### src/rtl/multicycle_ctrl.sv
// Control FSM for a multicycle RV32I datapath with a memory-ready handshake and a sticky fault.
// Optional retired-instruction counter: define MC_RETIRE_CNT_EN to add the RetireCount output.
module multicycle_ctrl #(
   parameter int MEM_TIMEOUT = 255,
   parameter int CNT_W       = 32
) (
   input  logic        clk,
   input  logic        rst,
   input  logic [31:0] Instr,
   input  logic        Zero,
   input  logic        Negative,
   input  logic        MemReady,
   output logic        MemReq,
   output logic        AdrSrc,
   output logic        MemWrite,
   output logic        IRWrite,
   output logic        PCWrite,
   output logic        RegWrite,
   output logic [1:0]  ResultSrc,
   output logic [1:0]  ALUSrcA,
   output logic [1:0]  ALUSrcB,
   output logic [4:0]  ALUControl,
   output logic [2:0]  ImmSrc,
   output logic        InstrDone,
   output logic        Fault
`ifdef MC_RETIRE_CNT_EN
   ,
   output logic [CNT_W-1:0] RetireCount
`endif
);

   localparam int WAIT_W = (MEM_TIMEOUT > 1) ? $clog2(MEM_TIMEOUT + 1) : 1;

   localparam logic [4:0] ALU_ADD = 5'b00000;
   localparam logic [4:0] ALU_SUB = 5'b00001;
   localparam logic [4:0] ALU_AND = 5'b00010;
   localparam logic [4:0] ALU_OR  = 5'b00011;
   localparam logic [4:0] ALU_SLT = 5'b00101;
   localparam logic [4:0] ALU_SLL = 5'b00110;
   localparam logic [4:0] ALU_SRL = 5'b00111;

   localparam logic [6:0] OP_LOAD  = 7'b0000011;
   localparam logic [6:0] OP_STORE = 7'b0100011;
   localparam logic [6:0] OP_R     = 7'b0110011;
   localparam logic [6:0] OP_I     = 7'b0010011;
   localparam logic [6:0] OP_BR    = 7'b1100011;
   localparam logic [6:0] OP_JAL   = 7'b1101111;
   localparam logic [6:0] OP_JALR  = 7'b1100111;
   localparam logic [6:0] OP_LUI   = 7'b0110111;

   typedef enum logic [3:0] {
      S_FETCH, S_DECODE, S_MEMADR, S_MEMREAD, S_MEMWB, S_MEMWRITE, S_EXECR, S_EXECI,
      S_ALUWB, S_BRANCH, S_JAL, S_JALR_CALC, S_JALR_LINK, S_LUI, S_FAULT
   } state_t;

   state_t            state_q, state_d;
   logic [WAIT_W-1:0] wait_q, wait_d;
   logic              timeout;
   logic [6:0]        opcode;
   logic [2:0]        funct3;
   logic              unused_instr;

   assign opcode       = Instr[6:0];
   assign funct3       = Instr[14:12];
   assign unused_instr = ^{Instr[31], Instr[29:15], Instr[11:7]};
   // Fires on the cycle that would be the MEM_TIMEOUT-th consecutive not-ready cycle.
   assign timeout      = (MEM_TIMEOUT != 0) && (int'(wait_q) == MEM_TIMEOUT - 1);

   always_comb begin
      MemReq = 1'b0;  AdrSrc = 1'b0;  MemWrite = 1'b0;  IRWrite = 1'b0;
      PCWrite = 1'b0; RegWrite = 1'b0; InstrDone = 1'b0; Fault = 1'b0;
      ResultSrc = 2'b00; ALUSrcA = 2'b00; ALUSrcB = 2'b00;
      ALUControl = ALU_ADD; ImmSrc = 3'b000;
      state_d = state_q;
      wait_d  = '0;
      case (state_q)
         S_FETCH: begin
            MemReq = 1'b1; ALUSrcB = 2'b10; ResultSrc = 2'b10;
            IRWrite = MemReady; PCWrite = MemReady;
            if (MemReady)     state_d = S_DECODE;
            else if (timeout) state_d = S_FAULT;
            else              wait_d  = wait_q + 1'b1;
         end
         S_DECODE: begin
            ALUSrcA = 2'b01; ALUSrcB = 2'b01;
            ImmSrc  = (opcode == OP_JAL) ? 3'b011 : 3'b010;
            case (opcode)
               OP_LOAD, OP_STORE: state_d = S_MEMADR;
               OP_R:              state_d = S_EXECR;
               OP_I:              state_d = S_EXECI;
               OP_BR:             state_d = S_BRANCH;
               OP_JAL:            state_d = S_JAL;
               OP_JALR:           state_d = S_JALR_CALC;
               OP_LUI:            state_d = S_LUI;
               default:           state_d = S_FAULT;
            endcase
         end
         S_MEMADR: begin
            ALUSrcA = 2'b10; ALUSrcB = 2'b01;
            ImmSrc  = (opcode == OP_STORE) ? 3'b001 : 3'b000;
            if (funct3 != 3'b010)       state_d = S_FAULT;
            else if (opcode == OP_STORE) state_d = S_MEMWRITE;
            else                         state_d = S_MEMREAD;
         end
         S_MEMREAD: begin
            MemReq = 1'b1; AdrSrc = 1'b1;
            if (MemReady)     state_d = S_MEMWB;
            else if (timeout) state_d = S_FAULT;
            else              wait_d  = wait_q + 1'b1;
         end
         S_MEMWB: begin
            ResultSrc = 2'b01; RegWrite = 1'b1; InstrDone = 1'b1;
            state_d = S_FETCH;
         end
         S_MEMWRITE: begin
            MemReq = 1'b1; AdrSrc = 1'b1; MemWrite = 1'b1;
            InstrDone = MemReady;
            if (MemReady)     state_d = S_FETCH;
            else if (timeout) state_d = S_FAULT;
            else              wait_d  = wait_q + 1'b1;
         end
         S_EXECR, S_EXECI: begin
            ALUSrcA = 2'b10;
            ALUSrcB = (state_q == S_EXECR) ? 2'b00 : 2'b01;
            state_d = S_ALUWB;
            case (funct3)
               3'b000:  ALUControl = (state_q == S_EXECR && Instr[30]) ? ALU_SUB : ALU_ADD;
               3'b001:  ALUControl = ALU_SLL;
               3'b010:  ALUControl = ALU_SLT;
               3'b101:  ALUControl = ALU_SRL;
               3'b110:  ALUControl = ALU_OR;
               3'b111:  ALUControl = ALU_AND;
               default: state_d = S_FAULT;
            endcase
         end
         S_ALUWB: begin
            RegWrite = 1'b1; InstrDone = 1'b1;
            state_d = S_FETCH;
         end
         S_BRANCH: begin
            ALUSrcA = 2'b10; ALUControl = ALU_SUB;
            InstrDone = 1'b1;
            state_d = S_FETCH;
            case (funct3)
               3'b000:  PCWrite = Zero;
               3'b001:  PCWrite = ~Zero;
               3'b100:  PCWrite = Negative;
               3'b101:  PCWrite = ~Negative;
               default: begin
                  InstrDone = 1'b0;
                  state_d   = S_FAULT;
               end
            endcase
         end
         S_JAL, S_JALR_LINK: begin
            // OldPC+4 is computed for the link write while PC takes the target held in ALUOut.
            ALUSrcA = 2'b01; ALUSrcB = 2'b10; PCWrite = 1'b1;
            state_d = S_ALUWB;
         end
         S_JALR_CALC: begin
            ALUSrcA = 2'b10; ALUSrcB = 2'b01;
            state_d = S_JALR_LINK;
         end
         S_LUI: begin
            ALUSrcA = 2'b11; ALUSrcB = 2'b01; ImmSrc = 3'b100;
            state_d = S_ALUWB;
         end
         S_FAULT: Fault = 1'b1;
         default: state_d = S_FAULT;
      endcase
      // Reset forces every output low without waiting for a clock edge.
      if (rst) begin
         MemReq = 1'b0;  AdrSrc = 1'b0;  MemWrite = 1'b0;  IRWrite = 1'b0;
         PCWrite = 1'b0; RegWrite = 1'b0; InstrDone = 1'b0; Fault = 1'b0;
         ResultSrc = 2'b00; ALUSrcA = 2'b00; ALUSrcB = 2'b00;
         ALUControl = ALU_ADD; ImmSrc = 3'b000;
      end
   end

   always_ff @(posedge clk or posedge rst) begin
      if (rst) begin
         state_q <= S_FETCH;
         wait_q  <= '0;
      end else begin
         state_q <= state_d;
         wait_q  <= wait_d;
      end
   end

`ifdef MC_RETIRE_CNT_EN
   logic [CNT_W-1:0] retire_q;

   always_ff @(posedge clk or posedge rst) begin
      if (rst)            retire_q <= '0;
      else if (InstrDone) retire_q <= retire_q + 1'b1;
   end

   assign RetireCount = retire_q;
`else
   localparam int unused_cnt_w = CNT_W;
`endif

endmodule

### config.mk
export PLATFORM = sky130hd
export DESIGN_NAME = multicycle_ctrl
export DESIGN_NICKNAME = d
export VERILOG_FILES = /design/src/rtl/multicycle_ctrl.sv
export SDC_FILE = /design/constraint.sdc
export NUM_CORES = 1
export LEC_CHECK = 0
export CORE_MARGIN = 5
export CORE_UTILIZATION = 45
export CTS_CLUSTER_DIAMETER = 100
export CTS_CLUSTER_SIZE = 25
export DETAILED_ROUTE_END_ITERATION = 8
export GPL_TIMING_DRIVEN = 0
export HOLD_SLACK_MARGIN = 0.15
export PLACE_DENSITY = 0.86
export SLEW_MARGIN = 40
export SYNTH_ARGS = -nofsm -noshare
export SYNTH_HDL_FRONTEND = slang
export SYNTH_SLANG_ARGS = --single-unit
### constraint.sdc
create_clock -name clk -period 2.6 [get_ports clk]
set_input_delay 0.26 -clock clk [delete_from_list [all_inputs] [get_ports clk]]
set_output_delay 0.26 -clock clk [all_outputs]
set_load 0.005 [all_outputs]
# Word-level counts from Yosys, hierarchy flattened
# Cells that the tools add are included.
dict set report word_totals {
  register_bits 12
  in_bits 37
  output_inout_bits 22
  word_cells 97
}
dict set report op_classes {
  addsub 1
  n_eq_ne 30
  n_mux 46
  bitwise_logic 2
  reduce_logical 16
}
# operator count
set op_table {}
lappend op_table {{one-hot mux 4 bit (11 select lines)} 1}
lappend op_table {{equality test 4 bit (second input constant)} 7}
lappend op_table {{one-hot mux 4 bit (7 select lines)} 1}
lappend op_table {{two-way mux 4 bit} 6}
lappend op_table {{two-way mux 8 bit} 3}
lappend op_table {{equality test 7 x 6 -> 1 bit (second input constant)} 3}
lappend op_table {{equality test 7 bit (second input constant)} 3}
lappend op_table {{two-way mux 1 bit} 19}
lappend op_table {{one-hot mux 3 bit (6 select lines)} 1}
lappend op_table {{equality test 4 x 3 -> 1 bit (second input constant)} 4}
lappend op_table {{equality test 3 bit (second input constant)} 4}
lappend op_table {{one-hot mux 2 bit (3 select lines)} 2}
lappend op_table {{OR reduction 3 bit} 4}
lappend op_table {{OR reduction 2 bit} 5}
lappend op_table {{two-way mux 3 bit} 3}
lappend op_table {{one-hot mux 3 bit (3 select lines)} 1}
lappend op_table {{adder 8 x 1 -> 8 bit (second input constant)} 1}
lappend op_table {{equality test 4 x 2 -> 1 bit (second input constant)} 2}
lappend op_table {{equality test 8 x 2 -> 1 bit (second input constant)} 1}
lappend op_table {{OR reduction 4 bit} 2}
lappend op_table {{equality test 7 x 2 -> 1 bit (second input constant)} 1}
lappend op_table {{equality test 7 x 5 -> 1 bit (second input constant)} 1}
lappend op_table {{two-way mux 2 bit} 3}
lappend op_table {{one-hot mux 1 bit (3 select lines)} 2}
lappend op_table {{other kinds (14)} 15}

# Depth between registers and ports, before layout
# Gate-level depths: netlist (run 1).
dict set report depth {
  word_depth 6
  depth_mapped 6
}

# Worst setup path before layout (run 1)
# OpenSTA, ideal clock, no wires.
dict set report synth_path {
  path_type {flip-flop to output port}
  start {reg state_q[3]}
  end {out ImmSrc[0]}
  t_arrival_ns 1.475
  required_ns 2.340
  slack_ns 0.865
  path_stages_with_launch 7
  path_buffers 2
  cell_sequence {dfrtp_1 buf_6 or4b_1 buf_2 nor3_2 nand4_1 a21oi_1}
}
dict set report synth_between {
  elab_chain_cells 3
  elab_cells_between_ends 5
  cone_classes {3 x eq/ne; 2 x mux}
}
# item line_no
set synth_rtl {}
lappend synth_rtl {{start: declaration} 56} ;# state_t state_q, state_d;
lappend synth_rtl {{start signal: assignment} 185} ;# state_q <= state_d;
lappend synth_rtl {{equality test 4 bit, or another cell as far along} 76} ;# case (state_q)
lappend synth_rtl {{one-hot mux 3 bit (3 select lines) *} 76}
lappend synth_rtl {{two-way mux 3 bit *} 172} ;# if (rst) begin
lappend synth_rtl {{end: declaration} 23} ;# output logic [2:0] ImmSrc,
# Every way passes the cells marked *; elsewhere a longest branch is shown, timed or not.

# Worst setup path after layout (run 1)
dict set report layout_path {
  start {in Instr[14]}
  end {out PCWrite}
}
dict set report layout_between {
  elab_chain_cells 4
  elab_cells_between_ends 7
  cone_classes {3 x eq/ne; 3 x mux; 1 x reduce/logical}
}
# item line_no
set layout_rtl {}
lappend layout_rtl {{start: declaration} 9} ;# input logic [31:0] Instr,
lappend layout_rtl {{equality test 3 bit, or another cell as far along} 144} ;# case (funct3)
lappend layout_rtl {{one-hot mux 1 bit (4 select lines) *} 144}
lappend layout_rtl {{one-hot mux 1 bit (3 select lines) *} 76}
lappend layout_rtl {{two-way mux 1 bit *} 172}
lappend layout_rtl {{end: declaration} 17} ;# output logic PCWrite,
# Marks and branches as above.

==> run metrics, run 1 <==
Initial Util between 40% and 50%; Post-synth ARST share between 90% and 100%; worst setup path startpoint Instr[14]; worst hold path class input pin to register; FMAX a little over 0.4 GHz; cts bufs inserted 3; io pins 59; mux cell area share after synthesis 0.780%; First DRT Iteration DRCs 76; Worst Skew 0.00329 ns; Routed Antenna Nets 0; Final Hold Viols 0; DRC Markers 0; top cells by area, synth dfrtp_1 23%, nand2_1 5.6%, nor2_1 5.3%; Routed WL 3.23 mm; CTS hold repair buffers 0; Worst Setup Start Kind input pin; Least-Margin Pin Slew around 0.52 ns; Simple-Gate Fraction of Synth Area 36.3%; fin. max-slew vios 0; GRT Total Usage 16.6%; num rows 19; switching share of total power 44.1%; internal cell power around 0.8 mW; vias per inst approximately 5.7; Tmin final 2.45 ns; Synth top area share about a quarter; Area Growth Syn to Fin 33.3%; placed insts 243; Worst Hold Slack around 0.5 ns; Setup Crit Path Kind input pin to primary output; DP HPWL 2.55 mm; Synth cell types 52; first-pass GRT wire length 5.66 mm; sw power 0.614 mW; Synth Cell Area 1280 um2; PortBufs 33; CTS tree yes; Clk pwr share 10.2%; final net count about 260; power per standard cell area approximately 800 nW/um2; Final setup viols 0; Antenna Diode Count 0; Die Y 63.4 um; main combinational cell family by area after synthesis simple AND/OR/NAND/NOR gates; CP endpoint kind primary output; area leader, netlist dfrtp_1; drt wl/cell roughly 13 um; complex-gate fraction of the synthesized area 20.7%; Clock Sinks 12; Final Power ~1.4 mW; worst skew pair latency 0.27 ns; chip width 63.4 um; worst reg2reg path startpoint state_q[2]; Synth Flop Type dfrtp_1; Flop pwr share between 10% and 20%; Leak just over 0.7 nW; most common cell after layout, fill and taps aside clkdlybuf4s50_1; RSZ-0062 raised after global routing no; number of global-route vias before repair 1282; synth warn 0; sequential element share of the synthesized area a little under a quarter; Fin Setup TNS 0 ns; outcome complete, no violations; die area 4020 um2; Syn Inst Count around 180; combinational power share 70.4%; commonest non-fill, non-tap cells in the layout 32 x clkdlybuf4s50_1, 19 x nand2_1, 18 x nor2_1, 11 x a21oi_1, 11 x dfrtp_1; Crit path arrival time 2.19 ns; Rel. slew slack 65.1%; hold path startpoint Instr[2]; clock tree buffer depth 2; core area between 2000 and 3000 um2; drt pass-1 iters 4; Worst IR Drop VDD 654 uV; routability cong. 0.935; Non-Filler Instances 247; layout cells sized above 1 13.0%; clock-pin slew on the worst setup and hold paths ~0.070 ns; antenna violations before repair 0; Syn Area/Cell 7.20 um2; largest net degree at the start of global routing 17; synthesized flop and latch total 12; EDFF count, synth 0; adder and majority gate portion of the synthesized area 1.95%; Final period util 94.4%; xor/xnor share of the synthesized area 7.51%; WP data required approximately 2.3 ns; root buffer cell clkbuf_4; via count between 1000 and 1500; Max Fanout on Critical Path 7; total gr overflow 0; total of max-cap violations 0; Max H-tree Level 1
[per-layer routing]
| metal | track usage [%] | up-vias | part of all wire (%) | wire, um |
|---|---|---|---|---|
| met4 | 3.38 | 0 | 0.12 | 4 |
| met2 | 25.3 | 56 | 45 | 1440 |
| met3 | 3.55 | 2 | 8.4 | 271 |
| met1 | 23.9 | 640 | 47 | 1520 |
| li1 | - | 712 | - | - |
| met5 | 0 | - | 0 | 0 |
[path summary, 6_finish.rpt]
path	endpoint	slack [ns]	cells past startpoint
worst max-delay path	PCWrite	0.15	6
worst min-delay path	state_q[2]	0.50	4
worst max register to register	state_q[2]	0.89	5
worst min register to register	wait_q[0]	0.54	1
max in group asynchronous	state_q[2]	1.73	4
min in group asynchronous	state_q[0]	0.71	4
[Yosys cell counts (all sizes together) (4+ instances only)]
cell type  instances
nand2             20
nor2              18
dfrtp             12
a21oi             11
buf               11
nor3              11
o21ai              9
inv                8
xor2               7
nand3              6
clkbuf             4
nand4              4
nor2b              4
xnor2              4
[cells by family (layout without fill, tap and decap cells)]
logic type                 after synthesis  after routing
muxes                                    1              1
and+or+nand+nor                         88             88
DFF                                     12             12
xor gates and xnor gates                11             11
buffers and inverters                   23             60
other                                    1              2
AOI/OAI and AO/OA                       40             40
adders and majority gates                2              2
[power groups by stage]
| stage | logic [mW] | clock network [mW] | registers (mW) |
|---|---|---|---|
| finish | 0.980 | 0.142 | 0.271 |
| global route | 1.09 | 0.161 | 0.275 |
| CTS | 0.971 | 0.148 | 0.269 |
| detailed placement | 0.963 | 0 | 0.269 |
| global placement | 0.962 | 0 | 0.268 |
| floorplan | 0.663 | 0 | 0.258 |
[worst max-delay path, stage by stage]
cell and delay, ns:
clkdlybuf4s50_1 0.60, mux2i_1 0.25, xnor2_1 0.12, a41o_1 0.28, a31o_2 0.24, clkdlybuf4s50_1 0.45
[state kept, by name, indices dropped and copies added (netlist names)]
signal,cells
wait_q,8
state_q,4
[repair_timing]
item | 4_1_cts | 5_1_grt
resized for setup | 3 | 5
endpoints found under the setup margin | 1 | 9
buffers inserted | 0 | 1
[stage by stage]
| stage | area [um2] | utilization [%] | setup slack [ns] |
|---|---|---|---|
| 2_1_floorplan | 1290 | - | 0.865 |
| 3_3_place_gp | 1660 | 60.5 | 0.0299 |
| 3_5_place_dp | 1660 | 60.5 | 0.0358 |
| 4_1_cts | 1700 | 62.1 | 0.0262 |
| 5_1_grt | 1710 | 62.5 | 0.00520 |
| 6_report | 1710 | 62.5 | 0.146 |
[layout make-up]
cell class,instances,area [um2]
Sequential cell,12,302
Buffer,14,86.3
Fill cell,253,1020
Clock buffer,4,36.3
Tap cell,31,38.8
Inverter,8,33.8
Multi-Input combinational cell,144,876
Timing Repair Buffer,34,337
Note: power is estimated with default switching activity, not from simulation.
==> run 2: changes to the inputs <==
- CORE_UTILIZATION: 45 -> 46
- CTS_BUF_LIST: unset -> sky130_fd_sc_hd__clkbuf_8
- PLACE_DENSITY: 0.86 -> 0.88
==> run 2 against run 1 <==
  * Critical path depth unchanged
  * Count of clock-buffer cells in the layout unchanged
  * Critical endpoint unchanged
  * Clock skew is 0.0024 ns higher
  * Die area decreased by 1.8%
  * Via count is 4.4% higher
  * Setup slack got worse by 0.029 ns
  * Register-to-register slack improved by 0.02 ns
  * Cell count is 0.40% higher
  * Routed wire length up 10%
  * Combinational power grew 2%
  * Core utilization rose by 1.4 points
==> run metrics, run 2 (synthesis results as in run 1) <==
vias per inst 5.94 (+4.0%); chip width 62.8 um (-0.92%); Rel. slew slack 64.0% (-1.2 points); placed insts 243 (unchanged); Filler cells 251 (-0.79%); worst r2r dst state_q[2]; Final Hold Viols 0 (unchanged); layout cells sized above 1 12.9% (-0.060 points); met2 usage in global routing 29.4% (+4.2 points); clock tree buffer depth 2 (unchanged); Setup Crit Path Kind register to primary output; num rows 19 (unchanged); First DRT Iteration DRCs 97 (+28%); critical path endpoint PCWrite; CTS tree yes; worst path bufs/invs 3 (+1); FF-to-FF setup slack 0.91 ns (+0.02 ns); drt pass-1 iters 4 (unchanged); Max H-tree Level 1 (unchanged); Crit path arrival time 2.22 ns (+0.03 ns); DP HPWL 2.67 mm (+4.9%); Reg with most FFs wait_q; Clock Sinks 12 (unchanged); worst skew pair latency 0.24 ns (-0.03 ns); root buffer cell clkbuf_8; DRC Markers 0 (unchanged); largest net degree at the start of global routing 17 (unchanged); worst setup path startpoint state_q[0]; total gr overflow 0 (unchanged); Hold Path Stages 1 (-3); total of max-cap violations 0 (unchanged); core area 2710 um2 (-0.87%); io pins 59 (unchanged); PortBufs 33 (unchanged); Least-Margin Pin Slew 0.540 ns (+0.0173 ns); Area Growth Syn to Fin 35.1%; worst hold path class register to register; routability cong. 0.934 (-0.16%); Worst Setup Start Kind register; Max Fanout on Critical Path 10 (+3); Routed Antenna Nets 0 (unchanged); Top delay family on crit path buffers and inverters; Crit path depth 6 (unchanged); clock-pin slew on the worst setup and hold paths 0.05 ns (-0.02 ns); Initial Util 47.3% (+0.41 points); layer with the highest usage met2; met3 Usage GRT 2.70% (-0.85 points); worst reg2reg path startpoint wait_q[0]; fin. max-slew vios 0 (unchanged); CP max-delay cell clkdlybuf4s50_1; cts bufs inserted 3 (unchanged); Antenna Diode Count 0 (unchanged); most common cell after layout, fill and taps aside clkdlybuf4s50_1; Leak 0.728 nW (+3.3%); power per standard cell area 847 nW/um2 (+3.9%); GR Util met1 23.3% (-0.61 points); Routed WL 3.56 mm (+10%); Tmin final 2.48 ns (+0.0289 ns); GRT Total Usage 17.3% (+0.71 points); CP endpoint kind primary output; Non-Filler Instances 248 (+0.40%); die area 3940 um2 (-1.8%); CTS hold repair buffers 0 (unchanged); outcome complete, no violations; Worst IR Drop VDD 639 uV (-2.3%); drt wl/cell 14.3 um (+9.6%); Worst Skew 0.00564 ns (+0.00235 ns); CP Cell Sequence buf_4 -> clkbuf_1 -> nor2_1 -> a41o_1 -> a31o_2 -> clkdlybuf4s50_1; final net count 257 (+0.39%); Final period util 95.5% (+1.1 points); first-pass GRT wire length 5.78 mm (+2.2%); r2r worst-path depth 5 (unchanged); FMAX 0.403 GHz (-1.2%); critical path's largest stage delay 0.45 ns (-0.15 ns); antenna violations before repair 0 (unchanged); RSZ-0062 raised after global routing no; commonest non-fill, non-tap cells in the layout 32 x clkdlybuf4s50_1, 19 x nand2_1, 18 x nor2_1, 11 x a21oi_1, 11 x dfrtp_1; via count 1472 (+4.4%); max FFs per register 8 (unchanged); Final setup viols 0 (unchanged); WP data required 2.34 ns (about the same); Die Y 62.8 um (-0.92%); number of global-route vias before repair 1298 (+1.2%); Largest regs wait_q x8, state_q x4; Fin Setup TNS 0 ns (unchanged)
## run 2: worst register-to-register path, cell delays in order, from the launching register on
cell      delay, ns
dfrtp_1        0.42
inv_1          0.07
ha_1           0.19
nand4_1        0.23
a221oi_1       0.14
or4_1          0.51
## run 2: layout make-up
| cell class | count | area [um2] | area share, % |
|---|---|---|---|
| timing repair buffer | 34 | 340 | 19.6 |
| multi-input combinational | 144 | 876 | 50.5 |
| clock buffer | 4 | 55.1 | 3.18 |
| sequential | 12 | 302 | 17.4 |
| tap | 31 | 38.8 | 2.24 |
| buffer | 15 | 87.6 | 5.05 |
| inverter | 8 | 33.8 | 1.95 |
## run 2: timing repair
action / 4_1_cts / 5_1_grt
setup endpoints to repair: 0 / 9
setup buffers: 0 / 1
gates resized for setup: 0 / 5
## run 2: worst min path at each step
stage / startpoint / to / slack [ns]
floorplan: rst / state_q[0] / 0.36
CTS: wait_q[0] / wait_q[0] / 0.54
detailed placement: wait_q[0] / wait_q[0] / 0.53
finish: wait_q[0] / wait_q[0] / 0.53
global route: wait_q[0] / wait_q[0] / 0.57
global placement: wait_q[5] / wait_q[5] / 0.52
## run 2: stage by stage
stage	hold WS, ns	area [um2]	power, mW	util [%]	setup WS [ns]
3_3_place_gp	0.519	1660	1.23	61.1	0.0450
2_1_floorplan	0.364	1290	0.921	-	0.865
4_1_cts	0.535	1710	1.44	63.1	0.0161
6_report	0.533	1730	1.47	63.9	0.118
3_5_place_dp	0.528	1660	1.24	61.1	0.0243
5_1_grt	0.574	1730	1.58	63.9	0.0220
## run 2: metal layers
metal  vias up  share of wire [%]
met5         -                  0
met4         0                  0
met3         0                7.9
met2        71                 48
met1       685                 44
li1        716                  -
## run 2: where the power goes
part	switching [mW]	internal [mW]	leakage (nW)	total (mW)
Sequential	0.0411	0.229	0.161	0.270
Clock	0.0660	0.134	0.0288	0.199
Combinational	0.534	0.464	0.538	0.999
Total	0.641	0.826	0.728	1.47
==> run 3: changes to the inputs <==
- CORE_UTILIZATION: 46 -> 43
- PLACE_DENSITY: 0.88 -> 0.83
- SKIP_LAST_GASP: unset -> 1
- clock period: 2.6 -> 2.5 ns (I/O delays scaled with it)
==> run 3 against run 2 <==
  * Cell count down 0.40%
  * Routed wire length down 7.8%
  * Sequential power up 3%
  * Setup slack worse by 0.041 ns
  * Via count down 3.6%
  * First-iteration DRC count down 2.1%
==> run metrics, run 3 (synthesis results as in run 1) <==
worst setup path startpoint Instr[14]; layout cells sized above 1 12.5% (-0.40 points); total of max-cap violations 0 (unchanged); power per standard cell area 872 nW/um2 (+2.9%); Clock Sinks 12 (unchanged); chip width 64.6 um (+2.9%); Max H-tree Level 1 (unchanged); First DRT Iteration DRCs 95 (-2.1%); r2r worst-path depth 5 (unchanged); largest net degree at the start of global routing 13 (-4); CP endpoint kind primary output; Crit path arrival time 2.17 ns (-0.05 ns); Final setup viols 0 (unchanged); final core occ 61.3% (-2.7 points); worst skew pair latency 0.24 ns (about the same); Worst IR Drop VDD 283 uV (-56%); Antenna Diode Count 0 (unchanged); Final Power 1.50 mW (+2.1%); max FFs per register 8 (unchanged); final worst slack 0.0765 ns (-0.0410 ns); worst slack, placed -0.0661 ns (-0.0904 ns); clock-pin slew on the worst setup and hold paths 0.05 ns (about the same); commonest non-fill, non-tap cells in the layout 32 x clkdlybuf4s50_1, 19 x nand2_1, 18 x nor2_1, 11 x a21oi_1, 11 x dfrtp_1; GR Util met1 23.8% (+0.51 points); met3 Usage GRT 2.76% (+0.066 points); FF-to-FF setup slack 0.76 ns (-0.15 ns); FMAX 0.413 GHz; DRC Markers 0 (unchanged); routability cong. 0.932 (-0.13%); Setup Crit Path Kind input pin to primary output; Routed WL 3.28 mm (-7.8%); RSZ-0062 raised after global routing yes; Final period util a little over nine tenths; Largest regs wait_q x8, state_q x4; vias per inst 5.74 (-3.2%); Worst Hold Slack 0.525 ns (-0.00781 ns); clock tree buffer depth 2 (unchanged); number of global-route vias before repair 1271 (-2.1%); Rel. slew slack 48.7% (-15 points); via count 1419 (-3.6%); num rows 19 (unchanged); Leak 0.711 nW (-2.3%); final net count 256 (-0.39%); Routed Antenna Nets 0 (unchanged); cts bufs inserted 3 (unchanged); worst reg2reg path startpoint state_q[1]; Fin Setup TNS 0 ns (unchanged); worst hold path class input pin to register; Worst Skew 0.00329 ns (-0.00235 ns); Reg with most FFs wait_q; Die Y 64.6 um (+2.9%); PortBufs 33 (unchanged); CTS tree yes; met2 usage in global routing 25.3% (-4.1 points); die area 4170 um2 (+5.8%); total gr overflow 0 (unchanged); outcome complete, no violations; Least-Margin Pin Slew 0.759 ns (+0.218 ns); WP data required 2.25 ns (-0.09 ns); Worst Setup Start Kind input pin; layer with the highest usage met2; core area 2810 um2 (+3.5%); GRT Total Usage 16.3% (-0.93 points); most common cell after layout, fill and taps aside clkdlybuf4s50_1; worst r2r dst state_q[2]; antenna violations before repair 0 (unchanged); root buffer cell clkbuf_8; critical path endpoint PCWrite; Max Fanout on Critical Path 7 (-3); Area Growth Syn to Fin 34.0%; Tmin final 2.42 ns; Initial Util 45.7% (-1.6 points); fin. max-slew vios 0 (unchanged); DP HPWL 2.55 mm (-4.4%); Final Hold Viols 0 (unchanged); drt wl/cell 13.3 um (-7.4%); io pins 59 (unchanged); first-pass GRT wire length 5.64 mm (-2.4%); drt pass-1 iters 4 (unchanged)
## run 3: layout make-up
class | count | area (um2)
Timing Repair Buffer | 34 | 337
Tap cell | 31 | 38.8
Fill cell | 261 | 1090
Sequential cell | 12 | 302
Buffer | 14 | 83.8
Clock buffer | 4 | 55.1
Inverter | 8 | 33.8
Multi-Input combinational cell | 144 | 870
## run 3: worst max-delay path: stages
cell and delay [ns]:
clkdlybuf4s50_1 0.61, mux2i_1 0.26, xnor2_1 0.11, a41o_1 0.26
a31o_2 0.24, clkdlybuf4s50_1 0.45
## run 3: worst min-delay path by stage
stage,start,cells past startpoint,to,slack (ns)
5_1_grt,wait_q[0],1,wait_q[0],0.57
2_1_floorplan,rst,2,state_q[0],0.35
6_report,Instr[2],4,state_q[2],0.53
3_5_place_dp,wait_q[5],2,wait_q[5],0.53
3_3_place_gp,wait_q[5],2,wait_q[5],0.52
4_1_cts,Instr[2],4,state_q[2],0.52
## run 3: what timing repair did
action / CTS / global route
hold buffers: 0 / 0
endpoints found under the hold margin: 0 / 0
buffers inserted: 1 / 0
setup endpoints to repair: 3 / 10
resized for setup: 2 / 4
## run 3: through the flow
stage          instances  area, um2
2_1_floorplan        179       1290
5_1_grt              247       1720
3_3_place_gp         243       1660
6_report             247       1720
3_5_place_dp         243       1660
4_1_cts              248       1720
## run 3: per-layer routing
layer / vias up / routed length [um]
met5: - / 0
met4: 0 / 0
met3: 0 / 248
met2: 56 / 1470
met1: 649 / 1560
li1: 714 / -
## run 3: where the power goes
group | internal (mW) | switching [mW]
registers | 0.238 | 0.0412
clock network | 0.139 | 0.0664
logic | 0.479 | 0.536
